--- config.mk ---
export PLATFORM = sky130hd
export DESIGN_NAME = memory_arbiter
export DESIGN_NICKNAME = d
export VERILOG_FILES = /design/src/rtl/cpu_types_pkg.sv /design/src/rtl/memory_arbiter_arb_rr_select.sv /design/src/rtl/memory_arbiter.sv
export SDC_FILE = /design/constraint.sdc
export NUM_CORES = 1
export LEC_CHECK = 0
export BUFFER_PORTS_ARGS = -buffer_cell sky130_fd_sc_hd__buf_2
export CORE_AREA = 2 2 168 170
export CTS_CLUSTER_SIZE = 12
export DETAILED_ROUTE_END_ITERATION = 10
export DIE_AREA = 0 0 170 172
export PLACE_DENSITY = 0.42
export REMOVE_ABC_BUFFERS = 1
export SLEW_MARGIN = 10
export SYNTH_ARGS = -nofsm -noshare
export SYNTH_HDL_FRONTEND = slang
export SYNTH_SLANG_ARGS = --single-unit
--- constraint.sdc ---
create_clock -name CLK -period 2.21 [get_ports CLK]
set_clock_uncertainty 0.2 [all_clocks]
set_input_delay 0.1105 -clock CLK [delete_from_list [all_inputs] [get_ports CLK]]
set_output_delay 0.1105 -clock CLK [all_outputs]
set_load 0.01 [all_outputs]
--- src/rtl/cpu_types_pkg.sv ---
// Shared CPU-side types: RAM handshake state and the memory arbiter's FSM, class and grant types.
package cpu_types_pkg;

  typedef enum logic [1:0] {
    FREE   = 2'd0,
    BUSY   = 2'd1,
    ACCESS = 2'd2,
    ERROR  = 2'd3
  } ramstate_t;

  typedef enum logic {
    IDLE  = 1'b0,
    GRANT = 1'b1
  } arb_state_t;

  typedef enum logic {
    REQ_I = 1'b0,
    REQ_D = 1'b1
  } req_class_t;

  // Wide enough for up to 16 cores; the arbiter uses only the low bits it needs.
  localparam int unsigned CORE_W = 4;

  typedef struct packed {
    req_class_t        cls;
    logic [CORE_W-1:0] core;
  } grant_t;

endpackage

--- src/rtl/memory_arbiter_arb_rr_select.sv ---
// Combinational grant selection: dcache class over icache class, round-robin
// within a class starting at that class's pointer; force_i hands the grant to icaches.
module arb_rr_select
  import cpu_types_pkg::*;
#(
  parameter int unsigned CPUS = 2,
  localparam int unsigned CW  = (CPUS > 1) ? $clog2(CPUS) : 1
) (
  input  logic [CPUS-1:0] iren,
  input  logic [CPUS-1:0] dreq,
  input  logic [CW-1:0]   iptr,
  input  logic [CW-1:0]   dptr,
  input  logic            force_i,
  output grant_t          grant,
  output logic            valid
);

  logic          ihit, dhit;
  logic [CW-1:0] isel, dsel;
  int unsigned   iidx, didx;

  always_comb begin
    ihit = 1'b0;
    dhit = 1'b0;
    isel = '0;
    dsel = '0;
    iidx = 0;
    didx = 0;
    for (int unsigned k = 0; k < CPUS; k++) begin
      iidx = (32'(iptr) + k) % CPUS;
      didx = (32'(dptr) + k) % CPUS;
      if (!ihit && iren[CW'(iidx)]) begin
        ihit = 1'b1;
        isel = CW'(iidx);
      end
      if (!dhit && dreq[CW'(didx)]) begin
        dhit = 1'b1;
        dsel = CW'(didx);
      end
    end
  end

  always_comb begin
    grant = '0;
    valid = 1'b0;
    if (force_i && ihit) begin
      grant.cls  = REQ_I;
      grant.core = CORE_W'(isel);
      valid      = 1'b1;
    end else if (dhit) begin
      grant.cls  = REQ_D;
      grant.core = CORE_W'(dsel);
      valid      = 1'b1;
    end else if (ihit) begin
      grant.cls  = REQ_I;
      grant.core = CORE_W'(isel);
      valid      = 1'b1;
    end
  end

endmodule

--- src/rtl/memory_arbiter.sv ---
// Shares one RAM port among per-core icache/dcache requesters (IDLE/GRANT FSM).
// Optional icache anti-starvation counter enabled by MEMORY_ARBITER_FAIR_EN.
module memory_arbiter
  import cpu_types_pkg::*;
#(
  parameter int unsigned CPUS       = 2,
  parameter int unsigned FAIR_LIMIT = 4
) (
  input  logic                 CLK,
  input  logic                 nRST,
  input  logic [CPUS-1:0]      iREN,
  input  logic [CPUS-1:0][31:0] iaddr,
  output logic [CPUS-1:0]      iwait,
  output logic [CPUS-1:0][31:0] iload,
  input  logic [CPUS-1:0]      dREN,
  input  logic [CPUS-1:0]      dWEN,
  input  logic [CPUS-1:0][31:0] daddr,
  input  logic [CPUS-1:0][31:0] dstore,
  output logic [CPUS-1:0]      dwait,
  output logic [CPUS-1:0][31:0] dload,
  output logic                 ramREN,
  output logic                 ramWEN,
  output logic [31:0]          ramaddr,
  output logic [31:0]          ramstore,
  input  logic [31:0]          ramload,
  input  ramstate_t            ramstate
);

  localparam int unsigned CW = (CPUS > 1) ? $clog2(CPUS) : 1;

  arb_state_t    state, state_nxt;
  grant_t        gnt, sel;
  logic          sel_valid;
  logic [CW-1:0] iptr, dptr, gcore, nextp;
  logic          force_i;
  logic          active, done;

  assign gcore = gnt.core[CW-1:0];
  assign nextp = (gcore == CW'(CPUS-1)) ? '0 : gcore + CW'(1);

  arb_rr_select #(.CPUS(CPUS)) u_sel (
    .iren    (iREN),
    .dreq    (dREN | dWEN),
    .iptr    (iptr),
    .dptr    (dptr),
    .force_i (force_i),
    .grant   (sel),
    .valid   (sel_valid)
  );

`ifdef MEMORY_ARBITER_FAIR_EN
  localparam int unsigned FW = ($clog2(FAIR_LIMIT + 1) > 0) ? $clog2(FAIR_LIMIT + 1) : 1;
  logic [FW-1:0] fcnt;

  // Counts dcache grants issued while some icache is left waiting.
  always_ff @(posedge CLK or negedge nRST) begin
    if (!nRST) begin
      fcnt <= '0;
    end else if (!(|iREN)) begin
      fcnt <= '0;
    end else if (state == IDLE && sel_valid) begin
      if (sel.cls == REQ_I)
        fcnt <= '0;
      else if (fcnt != FW'(FAIR_LIMIT))
        fcnt <= fcnt + FW'(1);
    end
  end

  assign force_i = (fcnt == FW'(FAIR_LIMIT));
`else
  assign force_i = 1'b0 & (FAIR_LIMIT != 0);
`endif

  always_ff @(posedge CLK or negedge nRST) begin
    if (!nRST) begin
      state <= IDLE;
      gnt   <= '0;
      iptr  <= '0;
      dptr  <= '0;
    end else begin
      state <= state_nxt;
      if (state == IDLE && sel_valid)
        gnt <= sel;
      if (done) begin
        if (gnt.cls == REQ_D) dptr <= nextp;
        else                  iptr <= nextp;
      end
    end
  end

  // Strobes follow the live request so a withdrawn request stops driving RAM at once.
  always_comb begin
    iwait    = '1;
    dwait    = '1;
    iload    = '0;
    dload    = '0;
    ramREN   = 1'b0;
    ramWEN   = 1'b0;
    ramaddr  = '0;
    ramstore = '0;
    active   = 1'b0;
    done     = 1'b0;
    if (state == GRANT) begin
      if (gnt.cls == REQ_D) begin
        active   = dREN[gcore] | dWEN[gcore];
        ramREN   = dREN[gcore];
        ramWEN   = dWEN[gcore];
        ramaddr  = daddr[gcore];
        ramstore = dstore[gcore];
        if (active && ramstate == ACCESS) begin
          done         = 1'b1;
          dwait[gcore] = 1'b0;
          dload[gcore] = ramload;
        end
      end else begin
        active  = iREN[gcore];
        ramREN  = iREN[gcore];
        ramaddr = iaddr[gcore];
        if (active && ramstate == ACCESS) begin
          done         = 1'b1;
          iwait[gcore] = 1'b0;
          iload[gcore] = ramload;
        end
      end
    end
  end

  always_comb begin
    state_nxt = state;
    case (state)
      IDLE:    if (sel_valid) state_nxt = GRANT;
      GRANT:   if (!active || done) state_nxt = IDLE;
      default: state_nxt = IDLE;
    endcase
  end

endmodule
After elaboration in Yosys (flattened, before gate mapping)
Index checks and enable logic that the tools add are counted.

Input bits: 234. Output and inout port bits: 198. Flip-flop bits (word level): 5.

Bitwise logic cells: 6. Muxes and demuxes: 66. Reductions and logical operators: 12. Add/sub/neg operators: 3. $lt $le $gt $ge: 6. Eq/ne operators: 1.

Operator list (count): 64-bit two-way mux (6); 32-bit two-way mux (11); 64-bit bitwise AND (1); 1-bit two-way mux (39); 32-bit demux with 1-bit select (1); 2-bit two-way mux (6); 1-bit by 2-bit less-than comparator with 1-bit output, second input constant (5); 1-bit logical AND (6); 5-bit two-way mux (1); 2-bit AND reduction (2); 1-bit adder, second input constant (3); 1-bit logical NOT (3); 2-bit equality test, second input constant (1); 1-bit inverter (2); 2-bit inverter (1); 2-bit bitwise OR (1); 1-bit one-hot mux with 2 select lines (1); 1-bit demux with 1-bit select (1); 1-bit greater-or-equal comparator, second input constant (1); 1-bit logical OR (1); 1-bit bitwise OR (1).

Depth between registers and ports, before layout
Word-level depth: 10. Gate-level depth with buffers: 7. Depth with buffers taken out: 4.

Modules after synthesis
From an unflattened synthesis, not the netlist that was laid out.

Cell total of the unflattened synthesis: 340. Area total of the unflattened synthesis: 2817.7 µm².

By module, submodules not included: memory_arbiter (cells each 325, times used 1, area an instance 2712.6 µm²); arb_rr_select (cells each 15, times used 1, area an instance 105.1 µm²).

Least setup slack after synthesis
OpenSTA, ideal clock, no wires.

Path kind: reg2out. From: register gnt (netlist bit gcore). To: output port ramaddr[0]. Arrival time: 1.444 ns. Cell stages (with the launch flop): 5. Slack: 0.455 ns. Path buffers: 2. Path through: dfrtp_1 -> buf_2 -> buf_4 -> mux4_2 -> and2_1.

Longest elaborated chain between the ends: 4.

Ends and longest elaborated chain: start: declaration (line memory_arbiter.sv:32) `grant_t gnt, sel;`; start signal: assignment (line memory_arbiter.sv:83) `gnt <= sel;`; 32-bit two-way mux, on equally long branches (2 in series) (line memory_arbiter.sv:118, memory_arbiter.sv:108); 32-bit two-way mux * (line memory_arbiter.sv:104) `if (gnt.cls == REQ_D) begin`; 32-bit two-way mux * (line memory_arbiter.sv:103) `if (state == GRANT) begin`; end: declaration (line memory_arbiter.sv:23) `output logic [31:0] ramaddr,`.

Mark *: on every way between the ends. The rest lies on a longest branch, timed or not. The select of a mux whose other input is x is not followed.

Final worst setup path
From: register gnt (netlist bit gcore). To: output port ramREN.

Longest elaborated chain between the ends: 4.

Ends and longest elaborated chain: 1-bit two-way mux, on equally long branches (2 in series) (line memory_arbiter.sv:117, memory_arbiter.sv:106); 1-bit two-way mux * (line memory_arbiter.sv:104); 1-bit two-way mux * (line memory_arbiter.sv:103); end: declaration (line memory_arbiter.sv:21) `output logic ramREN,`.

Marks and branches as above.

==> reports/metrics.yaml <==
clkSinkCount: 5
num_io_pins: 432
p_sw_frac: 0.461
timing.rr.start: "gnt[4]"
ir_drop_v: 0.000295
clk_pin_slew_ns: 0.04
rsz0062_at_grt: "no"
path_buf_inv: 3
die-area_um2: 29200
timing.fmax_ghz: 0.470
clk_latency_ns: 0.23
maxCapViolCount: 0
syn_area_um2: 2700
cpMaxStageDelayCell: "dfrtp_4"
async_flop_share: 1.00
critPathLaunchType: "flop"
drtAntennaViolNets: 0
place_ws_ns: 0.224
drt-total-wl_um: 16300
required_ns: 1.90
drt_iter0_drc: 64
crit_path_end_kind: "primary output"
clockRootBuffer: "clkbuf_16"
p_leak_nw: 3.24
report.final.slew_viol_count: 0
synth_top_area_share: 0.371
viasPerCell: 3.74
grt_overflow: 0
finalSetupViolations: 0
synthFlopType: "dfrtp_1"
placed_area_um2: 5390
vias: 4152
cts_inserted_buffers: 3
hpwl_um: 13300
crit_type: "reg -> out"
grt_pass1_vias: 3877
synth_top_cell_by_area: "and2_1"
r2r_slack_ns: 0.35
yosysUniqueCellTypes: 28
outcome: "completed"
worstMarginPinSlew_ns: 0.602
fin_nets: 999
port_buffers: 431
cp_max_fo: 12
track_usage: 0.0941
yosysMostFrequentCell: "and2_1"
synthTopCellsByCount: "160 x and2_1, 35 x mux2i_1, 34 x nor2_1"
yosysWarnings: 0
p_switching_mw: 2.03
finalCriticalPeriod_ns: 2.13
p_int_mw: 2.37
hold_viol: 0
grt_pass1_wl_um: 21100
first_pass_iters: 4
worst_hold_path_type: "in -> async"
slew_headroom: 0.599
place_inst: 1095
drive_above_1_share: 0.662
power_frac_seq: 0.044
fp.dieH_um: 172
worstPathCellList: "buf_12 -> buf_12 -> mux2i_1 -> o22ai_1 -> buf_2"
path_common_cell: "buf_12"
p_comb_frac: 0.887
fin_setup_tns_ns: 0
cts_tree: "yes"
synth.area.top_cells: "and2_1 37%, mux4_2 27%, mux2i_1 13%"
grt_start_max_net_pins: 35
p_clk_frac: 0.069
num_rows: 61
ctsHtreeMaxLevel: 1
ys_seq_area_frac: 0.0464
cpPeakStageDelay_ns: 0.49
area_growth_pct: 109
antenna_found_initial: 2
cts_buffer_depth: 2
synth-seq-cells: 5
final_cells: 1111
fin_ws_ns: 0.0845
wl_per_cell_um: 14.6
drc: 0
stdcell_area_um2: 5640
initial_utilization: 0.0981
ff2ff_path_depth: 5
finalCritPeriodShare: 0.962
die_w_um: 170
gp_congestion: 0.754
r2r-end: "state"
coreArea_um2: 27500
cp_top_family: "buffers and inverters"
powerDensity_nw_per_um2: 779
syn_inst: 330
worstPathArrival_ns: 1.81
syn_area_per_cell_um2: 8.17
synth_edf_count: 0
## layer usage
layer,share of wire,track usage,routed length (um)
met1,0.37,0.0969,6000
met2,0.53,0.191,8660
met3,0.081,0.0181,1330
met4,0.018,0.0268,291
met5,0,0,0
## per-stage QoR
stage / hold WS [ns] / utilization / power, mW
after detailed placement: -0.259 / 0.196 / 4.03
final: 0.0995 / 0.205 / 4.39
after global placement: -0.260 / 0.196 / 4.07
after floorplan: -0.385 / - / 2.43
after global routing: 0.117 / 0.205 / 4.78
after CTS: 0.100 / 0.199 / 4.36
## worst max-delay path by stage
| stage | startpoint | end | depth (start not counted) |
|---|---|---|---|
| after detailed placement | gnt[4] | dptr | 4 |
| after floorplan | gcore | dload[32] | 2 |
| final | gcore | ramREN | 5 |
| after global placement | gnt[4] | dptr | 4 |
| after global routing | gcore | iload[51] | 8 |
| after CTS | gcore | dload[22] | 6 |
## sequential cells by signal (all words and copies together) (netlist names)
name	count
dptr	1
gcore	1
gnt	1
iptr	1
state	1
## cells in the final DEF (no fill, tap or decap)
master and n:
mux2_2 1, nand2_2 1, nor3b_1 2, inv_1 6
buf_4 18, mux4_2 32, o41ai_1 1, clkbuf_16 5
or4_1 1, dfrtp_4 1, a211o_1 1, nor3_4 1
buf_6 1, buf_2 431, clkbuf_1 1, a32o_1 1
o22ai_1 2, dlygate4sd3_1 1, or2_2 1, nand2_1 2
buf_12 8, nor3_2 1, mux2i_1 35, inv_2 1
and2_1 160, a21oi_1 2, buf_8 1, dfrtp_1 4
o21bai_1 1, nand2b_1 3, nor4_1 1, nor4b_4 1
nor4_4 2, diode_2 1, nor2_1 34
## timing repair
item                       CTS  global route
setup buffers                0             7
gates resized for setup      0             7
hold endpoints to repair     5             0
setup endpoints to repair    0            65
hold buffers                 1             0
## cell type report
class / count / area, um2
diodes: 1 / 2.50
multi-input cells: 286 / 2430
flip-flops and latches: 5 / 129
well taps: 346 / 433
fillers: 3080 / 21800
inverters: 7 / 26.3
clock buffers: 4 / 78.8
repair buffers: 462 / 2540
## logic make-up (layout without fill, tap and decap cells)
| kind of cell | Yosys count | after routing | share of synthesized area |
|---|---|---|---|
| AOI/OAI and AO/OA | 8 | 8 | 0.0213 |
| and+or+nand+nor | 210 | 210 | 0.466 |
| other | 0 | 1 | 0 |
| muxes | 68 | 68 | 0.401 |
| DFF | 5 | 5 | 0.0464 |
| buffers and inverters | 39 | 473 | 0.0645 |
## power groups by stage
stage / registers [mW] / clock network, mW / logic, mW
finish: 0.192 / 0.302 / 3.90
global route: 0.200 / 0.319 / 4.26
CTS: 0.191 / 0.310 / 3.86
detailed placement: 0.189 / 0 / 3.85
global placement: 0.189 / 0 / 3.88
floorplan: 0.511 / 0 / 1.92
Power figures use the tool's default switching activity.
